**config.mk**
```make
export PLATFORM = sky130hd
export DESIGN_NAME = fact_seq_ctrl
export DESIGN_NICKNAME = d
export VERILOG_FILES = /design/src/rtl/fact_seq_pkg.sv /design/src/rtl/seq_divider.sv /design/src/rtl/fact_seq_ctrl.sv
export SDC_FILE = /design/constraint.sdc
export NUM_CORES = 1
export LEC_CHECK = 0
export BUFFER_PORTS_ARGS = -buffer_cell sky130_fd_sc_hd__buf_2
export CAP_MARGIN = 30
export CORE_ASPECT_RATIO = 2
export CORE_MARGIN = 5
export CORE_UTILIZATION = 65
export CTS_BUF_LIST = sky130_fd_sc_hd__clkbuf_4
export DETAILED_ROUTE_END_ITERATION = 10
export PLACE_DENSITY = 0.83
export SLEW_MARGIN = 20
export SYNTH_ARGS = -nofsm -noshare
export SYNTH_HDL_FRONTEND = slang
export SYNTH_SLANG_ARGS = --single-unit
```
**constraint.sdc**
```tcl
create_clock -name clk -period 15 [get_ports clk]
set_clock_uncertainty 0.15 [all_clocks]
set_input_delay 0.75 -clock clk [delete_from_list [all_inputs] [get_ports clk]]
set_output_delay 0.75 -clock clk [all_outputs]
set_load 0.005 [all_outputs]
```
**src/rtl/fact_seq_pkg.sv**
```systemverilog
// fact_seq_pkg: shared widths, FSM state encoding and divisor helper for the
// sequenced n*n!/(2n+1) controller.
package fact_seq_pkg;

    localparam int NW         = 4;
    localparam int RW         = 32;
    localparam int DIV_CYCLES = RW;

    typedef enum logic [2:0] {
        IDLE,
        FACT,
        SCALE,
        DIV,
        DONE
    } state_t;

    // Returns 2n+1 zero-extended to RW bits; never zero for any n.
    function automatic logic [RW-1:0] odd_divisor(input logic [NW-1:0] n);
        logic [RW-1:0] d;
        d       = '0;
        d[NW:0] = {n, 1'b1};
        return d;
    endfunction

endpackage

```
**src/rtl/seq_divider.sv**
```systemverilog
// seq_divider: restoring W-bit unsigned divider, one quotient bit per clock,
// MSB first. The first quotient bit is produced on the start edge itself, so a
// full division occupies exactly W clock edges and done is high during the
// cycle that follows the final step.
module seq_divider #(
    parameter int W = 32
) (
    input  logic         clk,
    input  logic         reset,
    input  logic         start,
    input  logic [W-1:0] dividend,
    input  logic [W-1:0] divisor,
    output logic         busy,
    output logic         done,
    output logic [W-1:0] quotient,
    output logic [W-1:0] remainder
);

    localparam int CW = $clog2(W);

    logic [W-1:0]  divisor_q;
    logic [W-1:0]  rem_q;
    logic [W-1:0]  quo_q;
    logic [CW-1:0] count;

    logic [W-1:0]  rem_in;
    logic [W-1:0]  quo_in;
    logic [W-1:0]  div_in;
    logic [W:0]    trial;
    logic [W:0]    diff;
    logic          fits;
    logic [W-1:0]  rem_next;
    logic [W-1:0]  quo_next;

    // One restoring step: shift the next dividend bit into the partial
    // remainder and subtract the divisor when it fits; a new request starts
    // from a zero remainder with the fresh operands.
    always_comb begin
        rem_in = rem_q;
        quo_in = quo_q;
        div_in = divisor_q;
        if (start && !busy) begin
            rem_in = '0;
            quo_in = dividend;
            div_in = divisor;
        end
        trial    = {rem_in, quo_in[W-1]};
        diff     = trial - {1'b0, div_in};
        fits     = (trial >= {1'b0, div_in});
        rem_next = fits ? diff[W-1:0] : trial[W-1:0];
        quo_next = {quo_in[W-2:0], fits};
    end

    // Iteration register: loads and takes the first step on start, then runs
    // the remaining W-1 steps and raises done for one cycle.
    always_ff @(posedge clk or negedge reset) begin
        if (!reset) begin
            divisor_q <= '0;
            rem_q     <= '0;
            quo_q     <= '0;
            count     <= '0;
            busy      <= 1'b0;
            done      <= 1'b0;
        end else begin
            done <= 1'b0;
            if (start && !busy) begin
                divisor_q <= divisor;
                rem_q     <= rem_next;
                quo_q     <= quo_next;
                count     <= CW'(W - 1);
                busy      <= 1'b1;
            end else if (busy) begin
                rem_q <= rem_next;
                quo_q <= quo_next;
                count <= count - CW'(1);
                if (count == CW'(1)) begin
                    busy <= 1'b0;
                    done <= 1'b1;
                end
            end
        end
    end

    assign quotient  = quo_q;
    assign remainder = rem_q;

endmodule

```
**src/rtl/fact_seq_ctrl.sv**
```systemverilog
// fact_seq_ctrl: multi-cycle n*n!/(2n+1) with a start/done handshake.
// One shared RW-bit multiplier serves the factorial and scale steps; a
// restoring divider produces one quotient bit per cycle. Every product is
// truncated to RW bits, matching the combinational datapath exactly.
// Optional: define FACT_SEQ_OVF_EN to add the ovf output, which flags any
// factorial or scale product that lost bits above RW.
module fact_seq_ctrl
    import fact_seq_pkg::*;
(
    input  logic          clk,
    input  logic          reset,
    input  logic          start,
    input  logic [NW-1:0] n,
    output logic          busy,
    output logic          done,
    output logic [RW-1:0] result
`ifdef FACT_SEQ_OVF_EN
    ,
    output logic          ovf
`endif
);

    localparam logic [NW:0]   IDX_FIRST = 2;
    localparam logic [RW-1:0] ACC_ONE   = 1;

    state_t         state;
    logic [NW-1:0]  n_q;
    logic [NW:0]    idx;
    logic [RW-1:0]  acc;

    logic [RW-1:0]  mult_b;
    logic [RW-1:0]  prod;
    logic           fact_step;
    logic           fact_last;
    logic           div_start;
    logic           div_busy;
    logic           div_done;
    logic [RW-1:0]  div_quotient;
    logic [RW-1:0]  div_remainder;
    logic           div_unused;

    // Shared multiplier operand: the scale step multiplies by n, every
    // factorial step multiplies by the running index.
    always_comb begin
        mult_b = '0;
        if (state == SCALE) begin
            mult_b[NW-1:0] = n_q;
        end else begin
            mult_b[NW:0] = idx;
        end
    end

`ifdef FACT_SEQ_OVF_EN
    logic [2*RW-1:0] prod_wide;
    logic            prod_ovf;
    assign prod_wide = {{RW{1'b0}}, acc} * {{RW{1'b0}}, mult_b};
    assign prod      = prod_wide[RW-1:0];
    assign prod_ovf  = |prod_wide[2*RW-1:RW];
`else
    assign prod = acc * mult_b;
`endif

    assign fact_step = (idx <= {1'b0, n_q});
    assign fact_last = (idx >= {1'b0, n_q});
    assign div_start = (state == SCALE);

    // The divider takes the scaled product straight off the multiplier so its
    // first quotient bit lands on the SCALE edge and DIV lasts DIV_CYCLES.
    seq_divider #(
        .W (RW)
    ) u_divider (
        .clk       (clk),
        .reset     (reset),
        .start     (div_start),
        .dividend  (prod),
        .divisor   (odd_divisor(n_q)),
        .busy      (div_busy),
        .done      (div_done),
        .quotient  (div_quotient),
        .remainder (div_remainder)
    );

    // Remainder and divider busy are not needed by this controller.
    assign div_unused = div_busy ^ (^div_remainder);

    // Sequencer: captures n on start, walks the factorial, scales, waits for
    // the divider and publishes the quotient with a one-cycle done pulse.
    always_ff @(posedge clk or negedge reset) begin
        if (!reset) begin
            state  <= IDLE;
            n_q    <= '0;
            idx    <= '0;
            acc    <= '0;
            busy   <= 1'b0;
            done   <= 1'b0;
            result <= '0;
`ifdef FACT_SEQ_OVF_EN
            ovf    <= 1'b0;
`endif
        end else begin
            done <= 1'b0;
            case (state)
                IDLE: begin
                    if (start) begin
                        n_q   <= n;
                        acc   <= (n != '0) ? ACC_ONE : '0;
                        idx   <= IDX_FIRST;
                        busy  <= 1'b1;
                        state <= FACT;
`ifdef FACT_SEQ_OVF_EN
                        ovf   <= 1'b0;
`endif
                    end
                end
                FACT: begin
                    if (fact_step) begin
                        acc <= prod;
                        idx <= idx + 1'b1;
`ifdef FACT_SEQ_OVF_EN
                        if (prod_ovf) begin
                            ovf <= 1'b1;
                        end
`endif
                    end
                    if (fact_last) begin
                        state <= SCALE;
                    end
                end
                SCALE: begin
                    acc   <= prod;
                    state <= DIV;
`ifdef FACT_SEQ_OVF_EN
                    if (prod_ovf) begin
                        ovf <= 1'b1;
                    end
`endif
                end
                DIV: begin
                    if (div_done) begin
                        result <= div_quotient;
                        done   <= 1'b1;
                        state  <= DONE;
                    end
                end
                DONE: begin
                    busy  <= 1'b0;
                    state <= IDLE;
                end
                default: begin
                    busy  <= 1'b0;
                    state <= IDLE;
                end
            endcase
        end
    end

endmodule

```
# Yosys cells after proc, flatten, opt, wreduce, memory -nomap -nowiden

Cells that the tools add are included.

Order comparisons: 3
Shift-type cells: 0
Bitwise gates (word level): 1
$add $sub $neg: 3
Reduce and logical (&&, ||, !) cells: 14
Multipliers: 1
Multiplexer cells: 33
Eq/ne operators: 8
Div/mod/pow operators: 0

Operator list:

| cell                                                               | count |
|---|---|
| 32-bit 2-to-1 mux                                                  | 10 |
| 32-bit case mux with 3 select lines                                | 1 |
| 33-bit by 32-bit >= comparator with 1-bit output                   | 1 |
| 32-bit by 5-bit multiplier with 32-bit output                      | 1 |
| 32-bit subtractor                                                  | 1 |
| 5-bit 2-to-1 mux                                                   | 4 |
| 3-bit case mux with 4 select lines                                 | 1 |
| 1-bit 2-to-1 mux                                                   | 11 |
| 5-bit case mux with 2 select lines                                 | 1 |
| 3-bit 2-to-1 mux                                                   | 3 |
| 3-bit AND reduction                                                | 3 |
| 3-bit by 2-bit == test with 1-bit output, second input constant    | 2 |
| 2-bit inequality test, second input constant                       | 3 |
| 2-bit AND reduction                                                | 3 |
| 5-bit by 1-bit adder with 5-bit output, second input constant      | 1 |
| 5-bit by 1-bit == test with 1-bit output, second input constant    | 1 |
| 5-bit by 4-bit >= comparator with 1-bit output                     | 1 |
| 5-bit by 4-bit less-or-equal comparator with 1-bit output          | 1 |
| 5-bit by 1-bit subtractor with 5-bit output, second input constant | 1 |
| 4-bit 2-to-1 mux                                                   | 1 |
| 2-bit nonzero test                                                 | 2 |
| 4-bit nonzero test                                                 | 1 |
| 3-bit by 1-bit == test with 1-bit output, second input constant    | 1 |
| 3-bit logical NOT                                                  | 1 |
| 7 further kinds                                                    | 7 |

Flip-flop bits (word level): 181
Word-level logic and storage cells: 76
Bits of input ports: 7
Memories kept: 0
Memory bits (read-only): 0
Bits in latches: 0
Bits in writable memories: 0

# Logic depth before layout (Yosys ltp)

Gate-level depths: netlist (run 1).

Word-level depth: 8
Gate-level depth with buffers: 36

# By module

From an unflattened synthesis (run 1), not the netlist that was laid out.

Cell total of the unflattened synthesis: 1566
Area total of the unflattened synthesis: 14283.7 µm²

Modules (own cells, without submodules):

| module        | seq. area each (µm²) | cells an instance | area each (µm²) | instances |
|---|---|---|---|---|
| fact_seq_ctrl | 1951.9               | 860               | 7865.0          | 1 |
| seq_divider   | 2577.5               | 706               | 6418.7          | 1 |

# Worst setup path after synthesis (run 1)

OpenSTA, ideal clock, no wires.

Kind: reg-to-reg
From: reg state[2]
To: reg u_divider.rem_q[30], in the netlist u_divider.remainder[30]
Arrival: 7115 ps
Clock period less this slack: 7402 ps
Cell stages (with the launch flop): 31
Setup slack: 7598 ps
Required time: 14713 ps
Setup time: 137 ps
Path through: dfrtp_1 -> buf_2 -> nor3b_2 -> buf_2 -> mux2i_1 -> clkbuf_1 -> nand2b_1 -> fa_1 -> fa_1 -> fa_1 -> inv_1 -> ha_1 -> o211ai_1 -> o21ai_0 -> o211ai_1 -> a21oi_1 -> o21ai_0 -> a21oi_1 -> nor3b_1 -> nor3_2 -> ha_1 -> fa_1 -> nor2b_1 -> o31a_1 -> o211ai_1 -> nand3_1 -> a2111oi_0 -> o31ai_1 -> xor2_1 -> mux2i_1 -> a21oi_1

Longest elaborated chain between the ends: 8

Ends and longest elaborated chain:

| what                                                                                  | RTL line                                 | source |
|---|---|---|
| start: declaration                                                                    | fact_seq_ctrl.sv:26                      | `state_t state;` |
| start signal: assignment                                                              | fact_seq_ctrl.sv:90                      | `state <= IDLE;` |
| start signal: assignment                                                              | fact_seq_ctrl.sv:109                     | `state <= FACT;` |
| start signal: assignment                                                              | fact_seq_ctrl.sv:126                     | `state <= SCALE;` |
| 3-bit by 2-bit == test with 1-bit output (*)                                          | fact_seq_ctrl.sv:46, fact_seq_ctrl.sv:65 |  |
| 4-bit 2-to-1 mux or 1-bit 2-to-1 mux (tied branches)                                  | fact_seq_ctrl.sv:46                      | `if (state == SCALE) begin` |
| 32-bit by 5-bit multiplier with 32-bit output                                         | fact_seq_ctrl.sv:60                      | `assign prod = acc * mult_b;` |
| 32-bit 2-to-1 mux                                                                     | seq_divider.sv:42                        | `if (start && !busy) begin` |
| 32-bit subtractor or 33-bit by 32-bit >= comparator with 1-bit output (tied branches) | seq_divider.sv:48, seq_divider.sv:49     |  |
| 32-bit 2-to-1 mux                                                                     | seq_divider.sv:50                        | `rem_next = fits ? diff[W-1:0] : trial[W-1:0];` |
| 32-bit 2-to-1 mux                                                                     | seq_divider.sv:72                        | `end else if (busy) begin` |
| 32-bit 2-to-1 mux                                                                     | seq_divider.sv:66                        | `if (start && !busy) begin` |
| end signal: assignment                                                                | seq_divider.sv:68                        | `rem_q <= rem_next;` |
| end signal: assignment                                                                | seq_divider.sv:73                        | `rem_q <= rem_next;` |
| end: declaration                                                                      | seq_divider.sv:22                        | `logic [W-1:0] rem_q;` |

Mark *: on every way between the ends. The rest lies on a longest branch, timed or not. The select of a mux whose other input is x is not followed.
A chain may end at the register's enable or synchronous reset.

# Worst setup path in the final report (run 1)

From: reg state[1]
To: reg u_divider.rem_q[6], in the netlist u_divider.remainder[6]

The elaborated chain is that of the path after synthesis.

==> impl_summary.txt, run 1 <==
----------------------------------------------------
[Global routing]
  Leftover overflow at the end of global routing ... 0
  Number of global-route vias before repair ... 12219
  Total track usage ... 30.7%
  Largest net degree at the start of global routing ... 114
  Initial antenna violation count ... 1
  Global-route wire length before repair ... 60200 um

[Floorplan]
  Die area ... 24900 um2
  Overall die height ... 218 um
  Top-level port count ... 41
  Starting Density ... 65.5%
  Total core area ... 21500 um2
  Row count ... 76
  Horizontal die dimension ... 114 um

[Timing]
  Maximum clock frequency ... 0.116 GHz
  Worst Tran Pin Value ... 0.971 ns
  Worst slew slack as a fraction of its limit ... 35.3%
  Period utilisation layout ... 57.7%
  # setup viols final ... 0
  Clock period minus final worst setup slack ... 8.66 ns
  Number of hold violations in the final report ... 0
  Smallest setup slack after layout ... 6.34 ns
  Final Slew Violations ... 0
  Unrepaired setup endpoints after global routing ... false
  Final-layout setup total negative slack ... 0 ns

[Setup path]
  WP buf/inv ... 5
  Crit path depth ... 30
  Type of the setup path with the least slack ... reg -> reg
  Max FO, Critical Path ... 18
  Setup crit end kind ... flip-flop
  Crit-path most repeated cell ... sky130_fd_sc_hd__a21oi_1
  Count of cells along the worst register-to-register path ... 30
  Crit Reg-Reg Startpoint ... state[1]
  Internal reg-to-reg setup slack ... 6.34 ns
  Data required, critical path ... 15.33 ns
  Critical Path End ... u_divider.remainder[6]
  Crit path largest cell delay ... 0.62 ns
  Critical path origin ... state[1]
  Endpoint of the most critical register-to-register path ... u_divider.remainder[6]
  Critical path arrival ... 8.98 ns
  Largest delay share family, worst path ... adder cells
  Startpoint Class ... flip-flop
  Cell with the biggest individual delay on the critical path ... sky130_fd_sc_hd__nand2_1

[Drt]
  Number of nets with antenna violations after detailed routing ... 0
  Number of DRC markers in iteration 0 ... 567
  Average routed wire per standard cell ... 19.3 um
  Total iterations of the first detailed-routing run ... 5
  Wire length reported by the detailed router ... 36300 um
  Post-DR vias/cell ... 6.18
  Post-detailed-route DRC marker count ... 0
  Detailed-route via count ... 11605

[Final layout]
  Signed area change from the synthesized netlist to the final layout ... 4.66%
  Number of nets at the end of the flow ... 1756
  Core occupancy in the finished layout ... 68.6%
  Ratio of cells with drive above 1 in the final layout ... 7.04%

[Synth]
  Share of the synthesized area in the top cell type ... 32.2%
  Number of synthesized flops with an enable pin ... 0
  Largest family of logic cells by synthesized area ... simple AND/OR/NAND/NOR gates
  Register area share after synthesis ... 32.2%
  Synth Instances ... 1595
  Synthesized-area fraction occupied by ao, oa, aoi and oai cells ... 16.1%
  Count of state elements after synthesis ... 181
  Leading post-synthesis cells by cell area ... sky130_fd_sc_hd__dfrtp_1 32%, sky130_fd_sc_hd__fa_1 12%, sky130_fd_sc_hd__nand2_1 6.9%
  Adder-cell share of the synthesized area ... 18.4%
  Count of warnings emitted by yosys ... 0
  Post-synthesis net count ... 1759
  Cell type contributing the most total cell area after synthesis ... sky130_fd_sc_hd__dfrtp_1
  Distinct cell type count of the synthesized netlist ... 77
  Combined area of all synthesized cells ... 14100 um2
  Mapped Avg Cell Area ... 8.83 um2
  Multiplexer fraction of the synthesized cell area ... 2.68%
  Post-synthesis share of cell area spent on xor and xnor gates ... 3.65%
  Async set-reset flop share out of synthesis ... 100%
  Prevailing post-synth register cell ... sky130_fd_sc_hd__dfrtp_1
  Post-synthesis share of cell area spent on and, or, nand and nor gates ... 20.0%

[Clocking]
  Clock Latency Late Sink ... 0.63 ns
  Root Driver ... sky130_fd_sc_hd__clkbuf_4
  Cts bufs inserted ... 17
  Clock-pin slew of the registers on the worst-case setup and hold paths ... 0.16 ns
  H-tree depth ... 4
  Buffer count from post-CTS setup fixing ... 0
  Clock tree from TritonCTS ... done
  PostCTS Resize Cnt ... 0
  Clock sinks ... 181
  Number of buffers on the longest clock path ... 2

[Power and ir drop]
  Worst supply voltage drop on vdd ... 0.132 mV
  Total power per unit cell area ... 182 nW/um2
  Leakage ... 0.00758 uW
  Overall power after layout ... 2680 uW

[Place]
  Post-Place Setup Slack ... 6.53 ns
  RePlAce Congestion ... 0.992
  DPL Wire Length ... 27000 um
  Number of buffers added on ports ... 40

[Outcome]
  Status ... complete, no violations

[Worst hold path]
  Worst min path class ... in -> reg

[Run]
  Maximum Capacitance Violations ... 0

----------------------------------------------------
## cells by family (layout without fill, tap and decap cells)
| kind of cell | count (synthesis) | count (layout) |
|---|---|---|
| simple gates | 579 | 579 |
| compound gates | 343 | 343 |
| flops | 181 | 181 |
| other cells | 0 | 1 |
| xor+xnor | 57 | 57 |
| fa+ha+maj | 157 | 157 |
| buf+inv | 241 | 251 |
| mux | 37 | 37 |
## per-layer routing
layer / share of wire, % / up-vias / GRT usage [%] / wire [um]
met5: 0 / - / 0 / 0
met4: 9.2 / 0 / 23.7 / 3360
met3: 3.7 / 181 / 4.21 / 1330
met2: 53 / 364 / 55.0 / 19300
met1: 34 / 5697 / 31.5 / 12300
li1: - / 5363 / - / -
## Yosys cell counts (6+ instances only)
cell                       count
sky130_fd_sc_hd__o21a_1       17
sky130_fd_sc_hd__a31oi_1       7
sky130_fd_sc_hd__o21ai_0      88
sky130_fd_sc_hd__and2_1       62
sky130_fd_sc_hd__nor3_1       20
sky130_fd_sc_hd__o211ai_1     18
sky130_fd_sc_hd__a32oi_1      18
sky130_fd_sc_hd__and3_1       35
sky130_fd_sc_hd__nor2_1       57
sky130_fd_sc_hd__nor2b_1      58
sky130_fd_sc_hd__xor2_1       22
sky130_fd_sc_hd__nand2_1     258
sky130_fd_sc_hd__fa_1         84
sky130_fd_sc_hd__nand4_1      11
sky130_fd_sc_hd__a21o_1       28
sky130_fd_sc_hd__a22o_1       18
sky130_fd_sc_hd__inv_1       161
sky130_fd_sc_hd__clkbuf_1     56
sky130_fd_sc_hd__nand2b_1     17
sky130_fd_sc_hd__buf_2        14
sky130_fd_sc_hd__dfrtp_1     181
sky130_fd_sc_hd__nand3_1      29
sky130_fd_sc_hd__ha_1         73
sky130_fd_sc_hd__xnor2_1      34
sky130_fd_sc_hd__or3_1         6
sky130_fd_sc_hd__a21oi_1      72
sky130_fd_sc_hd__mux2i_1      34
sky130_fd_sc_hd__o31ai_1       9
sky130_fd_sc_hd__a211oi_1     13
## cell usage in the layout (no fill, tap or decap), types with 5 or more instances in the layout
cell type	n
sky130_fd_sc_hd__a32oi_1	18
sky130_fd_sc_hd__a21o_1	28
sky130_fd_sc_hd__a211oi_1	13
sky130_fd_sc_hd__o21a_1	17
sky130_fd_sc_hd__dfrtp_1	180
sky130_fd_sc_hd__nand2_1	257
sky130_fd_sc_hd__or3_1	6
sky130_fd_sc_hd__nor2_1	56
sky130_fd_sc_hd__nor3_1	20
sky130_fd_sc_hd__o211ai_1	18
sky130_fd_sc_hd__nand3_1	29
sky130_fd_sc_hd__and2_1	62
sky130_fd_sc_hd__a22o_1	18
sky130_fd_sc_hd__ha_1	73
sky130_fd_sc_hd__buf_4	14
sky130_fd_sc_hd__and3_1	35
sky130_fd_sc_hd__or2_2	5
sky130_fd_sc_hd__fa_1	84
sky130_fd_sc_hd__clkbuf_4	17
sky130_fd_sc_hd__o31ai_1	9
sky130_fd_sc_hd__xnor2_1	34
sky130_fd_sc_hd__inv_6	5
sky130_fd_sc_hd__nand2b_1	17
sky130_fd_sc_hd__nor2b_1	58
sky130_fd_sc_hd__inv_1	161
sky130_fd_sc_hd__buf_2	39
sky130_fd_sc_hd__a31oi_1	7
sky130_fd_sc_hd__a21oi_1	72
sky130_fd_sc_hd__xor2_1	22
sky130_fd_sc_hd__mux2i_1	32
sky130_fd_sc_hd__o21ai_0	88
sky130_fd_sc_hd__nand4_1	11
## area by class of cell
type / instances / area (um2)
Multi-Input combinational cell: 1173 / 8590
Antenna cell: 1 / 2.50
Timing Repair Buffer: 58 / 378
Sequential cell: 181 / 4530
Fill cell: 1798 / 6760
Clock inverter: 15 / 155
Tap cell: 273 / 342
Clock buffer: 17 / 128
Inverter: 161 / 604
## how the worst min path moves through the flow
stage / start / to / depth (start not counted)
2_1_floorplan: u_divider.divisor_q[10] / u_divider.divisor_q[10] / 2
3_3_place_gp: u_divider.divisor_q[11] / u_divider.divisor_q[11] / 2
3_5_place_dp: u_divider.divisor_q[31] / u_divider.divisor_q[31] / 2
4_1_cts: reset / acc[7] / 1
5_1_grt: n[2] / n_q[2] / 3
6_report: n[2] / n_q[2] / 3
## power by group
part           leakage (uW)  internal, uW  switching (uW)  total (uW)
sequential          0.00234           650             139         788
clock              0.000151          76.1             202         278
combinational       0.00509           620             995        1610
## worst register-to-register path, delay by kind of cell, from the launching register on
family	cells	cell delay [ns]
and+or+nand+nor	7	1.57
adders and majority gates	5	2.18
DFF	1	0.54
buffers and inverters	5	1.04
AOI/OAI and AO/OA	11	2.18
muxes	2	0.84
## per-stage QoR
step	cells	hold WS [ns]	area, um2
after floorplan	1595	0.283	14100
after global placement	1842	0.297	14400
after detailed placement	1843	0.302	14400
after CTS	1875	0.0854	14700
after global routing	1879	0.171	14700
final	1879	0.194	14700
## repair_timing
action / CTS / global route
setup endpoints to repair: 0 / 0
hold buffers: 0 / 1
hold endpoints to repair: 0 / 21
## state kept, by name (all words and copies together) (netlist names)
signal / count
u_divider.divisor_q: 32
u_divider.count: 5
busy: 1
done: 1
n_q: 4
u_divider.done: 1
u_divider.quotient: 32
result: 32
u_divider.busy: 1
idx: 5
acc: 32
state: 3
u_divider.remainder: 32
No activity file was read; power rests on OpenSTA's default activity.
==> run 2, diff against run 1 <==
CORE_UTILIZATION = 59   (was 65)
PLACE_DENSITY = 0.79   (was 0.83)
clock period = 7.1 ns   (was 15 ns; I/O delays follow)
==> run 2 against run 1 <==
Clock power rose by 120%. Final cell count grew 6.1%. Flip-flop and latch count unchanged. Worst hold slack worse by 0.14 ns. Sequential share of layout area fell by 2.7 points. Utilization decreased by 0.37 points. Combinational power grew 150%. Non-clock buffer count grew 97. Via count is 4.8% higher. Power is 130% higher. Wire length grew 8.9%. Cell area grew 9.8%.
==> impl_summary.txt, run 2 (same netlist as run 1, synthesis figures left out) <==
----------------------------------------------------
[Outcome]
  Status ... complete, no violations (unchanged)

[Timing]
  # setup viols final ... 0 (unchanged)
  Hold slack ... 0.0531 ns (was 0.194 ns)
  Final Slew Violations ... 0 (unchanged)
  Clock period minus final worst setup slack ... 7.07 ns (was 8.66 ns)
  Worst slew slack as a fraction of its limit ... 42.9% (was 35.3%)
  Number of hold violations in the final report ... 0 (unchanged)
  Period utilisation layout ... 99.5% (was 57.7%)
  Maximum clock frequency ... 0.142 GHz (was 0.116 GHz)
  Unrepaired setup endpoints after global routing ... true (was false)
  Final-layout setup total negative slack ... 0 ns (unchanged)
  Worst Tran Pin Value ... 0.857 ns (was 0.971 ns)

[Clocking]
  Cts bufs inserted ... 17 (unchanged)
  Clock tree from TritonCTS ... done (unchanged)
  Clock-pin slew of the registers on the worst-case setup and hold paths ... 0.17 ns (was 0.16 ns)
  Number of buffers on the longest clock path ... 2 (unchanged)
  Clock sinks ... 181 (unchanged)
  Clock Latency Late Sink ... 0.65 ns (was 0.63 ns)
  Root Driver ... sky130_fd_sc_hd__clkbuf_4 (unchanged)
  H-tree depth ... 4 (unchanged)

[Setup path]
  Internal reg-to-reg setup slack ... 0.03 ns (was 6.34 ns)
  Setup crit end kind ... flip-flop (unchanged)
  Startpoint Class ... flip-flop (unchanged)
  Crit Reg-Reg Startpoint ... state[0] (was state[1])
  Type of the setup path with the least slack ... reg -> reg (unchanged)
  Crit-path most repeated cell ... sky130_fd_sc_hd__fa_1 (was sky130_fd_sc_hd__a21oi_1)
  Data required, critical path ... 7.46 ns (was 15.33 ns)
  Crit path depth ... 31 (was 30)
  WP buf/inv ... 5 (unchanged)
  Largest delay share family, worst path ... adder cells (unchanged)
  Critical path origin ... state[0] (was state[1])
  Crit path largest cell delay ... 0.54 ns (was 0.62 ns)
  Critical path arrival ... 7.43 ns (was 8.98 ns)
  Cell with the biggest individual delay on the critical path ... sky130_fd_sc_hd__fa_1 (was sky130_fd_sc_hd__nand2_1)
  Endpoint of the most critical register-to-register path ... u_divider.remainder[30] (was u_divider.remainder[6])
  Max FO, Critical Path ... 6 (was 18)
  Critical Path End ... u_divider.remainder[30] (was u_divider.remainder[6])
  Count of cells along the worst register-to-register path ... 31 (was 30)

[Final layout]
  Commonest cells after routing, fill and taps aside ... 253 x sky130_fd_sc_hd__nand2_1, 180 x sky130_fd_sc_hd__dfrtp_1, 155 x sky130_fd_sc_hd__inv_1, 91 x sky130_fd_sc_hd__buf_4, 83 x sky130_fd_sc_hd__fa_1 (was 257 x sky130_fd_sc_hd__nand2_1, 180 x sky130_fd_sc_hd__dfrtp_1, 161 x sky130_fd_sc_hd__inv_1, 88 x sky130_fd_sc_hd__o21ai_0, 84 x sky130_fd_sc_hd__fa_1)
  Signed area change from the synthesized netlist to the final layout ... 14.9% (was 4.66%)
  Fill cell total of the finished layout ... 1849 (was 1798)
  Core occupancy in the finished layout ... 68.2% (was 68.6%)
  Most common cell after layout, fill and taps aside ... sky130_fd_sc_hd__nand2_1 (unchanged)
  Ratio of cells with drive above 1 in the final layout ... 16.7% (was 7.04%)
  Post-route cell area ... 16200 um2 (was 14700 um2)
  Number of nets at the end of the flow ... 1856 (was 1756)

[Power and ir drop]
  Total power per unit cell area ... 386 nW/um2 (was 182 nW/um2)
  Leakage ... 0.00816 uW (was 0.00758 uW)
  Worst supply voltage drop on vdd ... 0.328 mV (was 0.132 mV)
  Overall power after layout ... 6250 uW (was 2680 uW)

[Floorplan]
  Die area ... 27200 um2 (was 24900 um2)
  Starting Density ... 59.3% (was 65.5%)
  Total core area ... 23700 um2 (was 21500 um2)
  Top-level port count ... 41 (unchanged)
  Row count ... 80 (was 76)
  Overall die height ... 228 um (was 218 um)
  Horizontal die dimension ... 119 um (was 114 um)

[Drt]
  Number of DRC markers in iteration 0 ... 606 (was 567)
  Wire length reported by the detailed router ... 39600 um (was 36300 um)
  Number of nets with antenna violations after detailed routing ... 0 (unchanged)
  Detailed-route via count ... 12161 (was 11605)
  Average routed wire per standard cell ... 19.9 um (was 19.3 um)
  Post-detailed-route DRC marker count ... 0 (unchanged)
  Total iterations of the first detailed-routing run ... 5 (unchanged)
  Post-DR vias/cell ... 6.10 (was 6.18)

[Place]
  Number of buffers added on ports ... 40 (unchanged)
  RePlAce Congestion ... 0.954 (was 0.992)
  Cell Area, Placed ... 15100 um2 (was 14400 um2)
  DPL Wire Length ... 28500 um (was 27000 um)

[Run]
  Maximum Capacitance Violations ... 0 (unchanged)

[Global routing]
  Total track usage ... 28.5% (was 30.7%)
  Number of global-route vias before repair ... 12532 (was 12219)
  Global-route wire length before repair ... 61900 um (was 60200 um)
  Initial antenna violation count ... 1 (unchanged)
  Largest net degree at the start of global routing ... 116 (was 114)
  Leftover overflow at the end of global routing ... 0 (unchanged)

[Worst hold path]
  Worst min path class ... in -> async (was in -> reg)

----------------------------------------------------
run 2: cell count changes in the layout (fill, tap and decap cells not counted), sizes merged:
| cell | delta |
|---|---|
| mux2 | +3 |
| clkbuf | +3 |
| buf | +89 |
| bufinv | +1 |
| dlygate4sd3 | +5 |
| clkinvlp | -1 |
run 2: where the power goes:
group	switching (uW)	leakage, uW	internal (uW)
logic	2310	0.00567	1680
registers	288	0.00234	1370
clock network	410	0.000159	191
total	3010	0.00816	3240
run 2: cell type report:
cell class	instances	area [um2]	area share, %
Sequential cell	181	4530	28.0
Timing Repair Buffer	155	1280	7.90
Clock buffer	17	128	0.789
Clock inverter	15	163	1.01
Tap cell	287	359	2.22
Antenna cell	1	2.50	0.0155
Inverter	161	604	3.74
Multi-Input combinational cell	1176	9110	56.3
run 2: worst register-to-register path: cells and delay by family (launching register included):
| family | cells | cell delay (ns) |
|---|---|---|
| adder cells (fa/ha/maj) | 6 | 2.24 |
| flip-flops | 1 | 0.45 |
| multiplexers | 2 | 0.52 |
| AND/OR/NAND/NOR | 7 | 0.93 |
| XOR/XNOR | 1 | 0.18 |
| buffers and inverters | 5 | 0.55 |
| AO/OA/AOI/OAI | 10 | 1.92 |
run 2: per-stage QoR:
stage,worst slack [ns],instances
2_1_floorplan,0.0000902,1595
3_3_place_gp,-0.0690,1932
3_5_place_dp,-0.207,1933
4_1_cts,0.0117,1971
5_1_grt,-0.292,1993
6_report,0.0345,1993
run 2: worst min path at each step:
stage                                         end                     from  cells after the start
after floorplan                            acc[0]                    reset                      0
after global placement    u_divider.divisor_q[31]  u_divider.divisor_q[31]                      2
after detailed placement  u_divider.divisor_q[19]  u_divider.divisor_q[19]                      2
after CTS                               result[8]                    reset                      2
after global routing                    result[6]                    reset                      2
final                                  result[10]                    reset                      2
run 2: repair_timing:
action	4_1_cts	5_1_grt
pin swaps	1	77
resized for setup	8	94
hold endpoints to repair	123	0
cloned	0	7
setup endpoints to repair	32	33
hold buffers	6	0
buffers inserted	0	12
run 2: metal layers:
layer  global-route usage, %  routed length, um  vias up  share of wire (%)
met4                    20.9               3740        0                9.4
met5                       0                  0        -                  0
met3                    4.41               1680      203                4.2
met2                    53.4              21500      449                 54
li1                        -                  -     5578                  -
met1                    27.3              12600     5931                 32
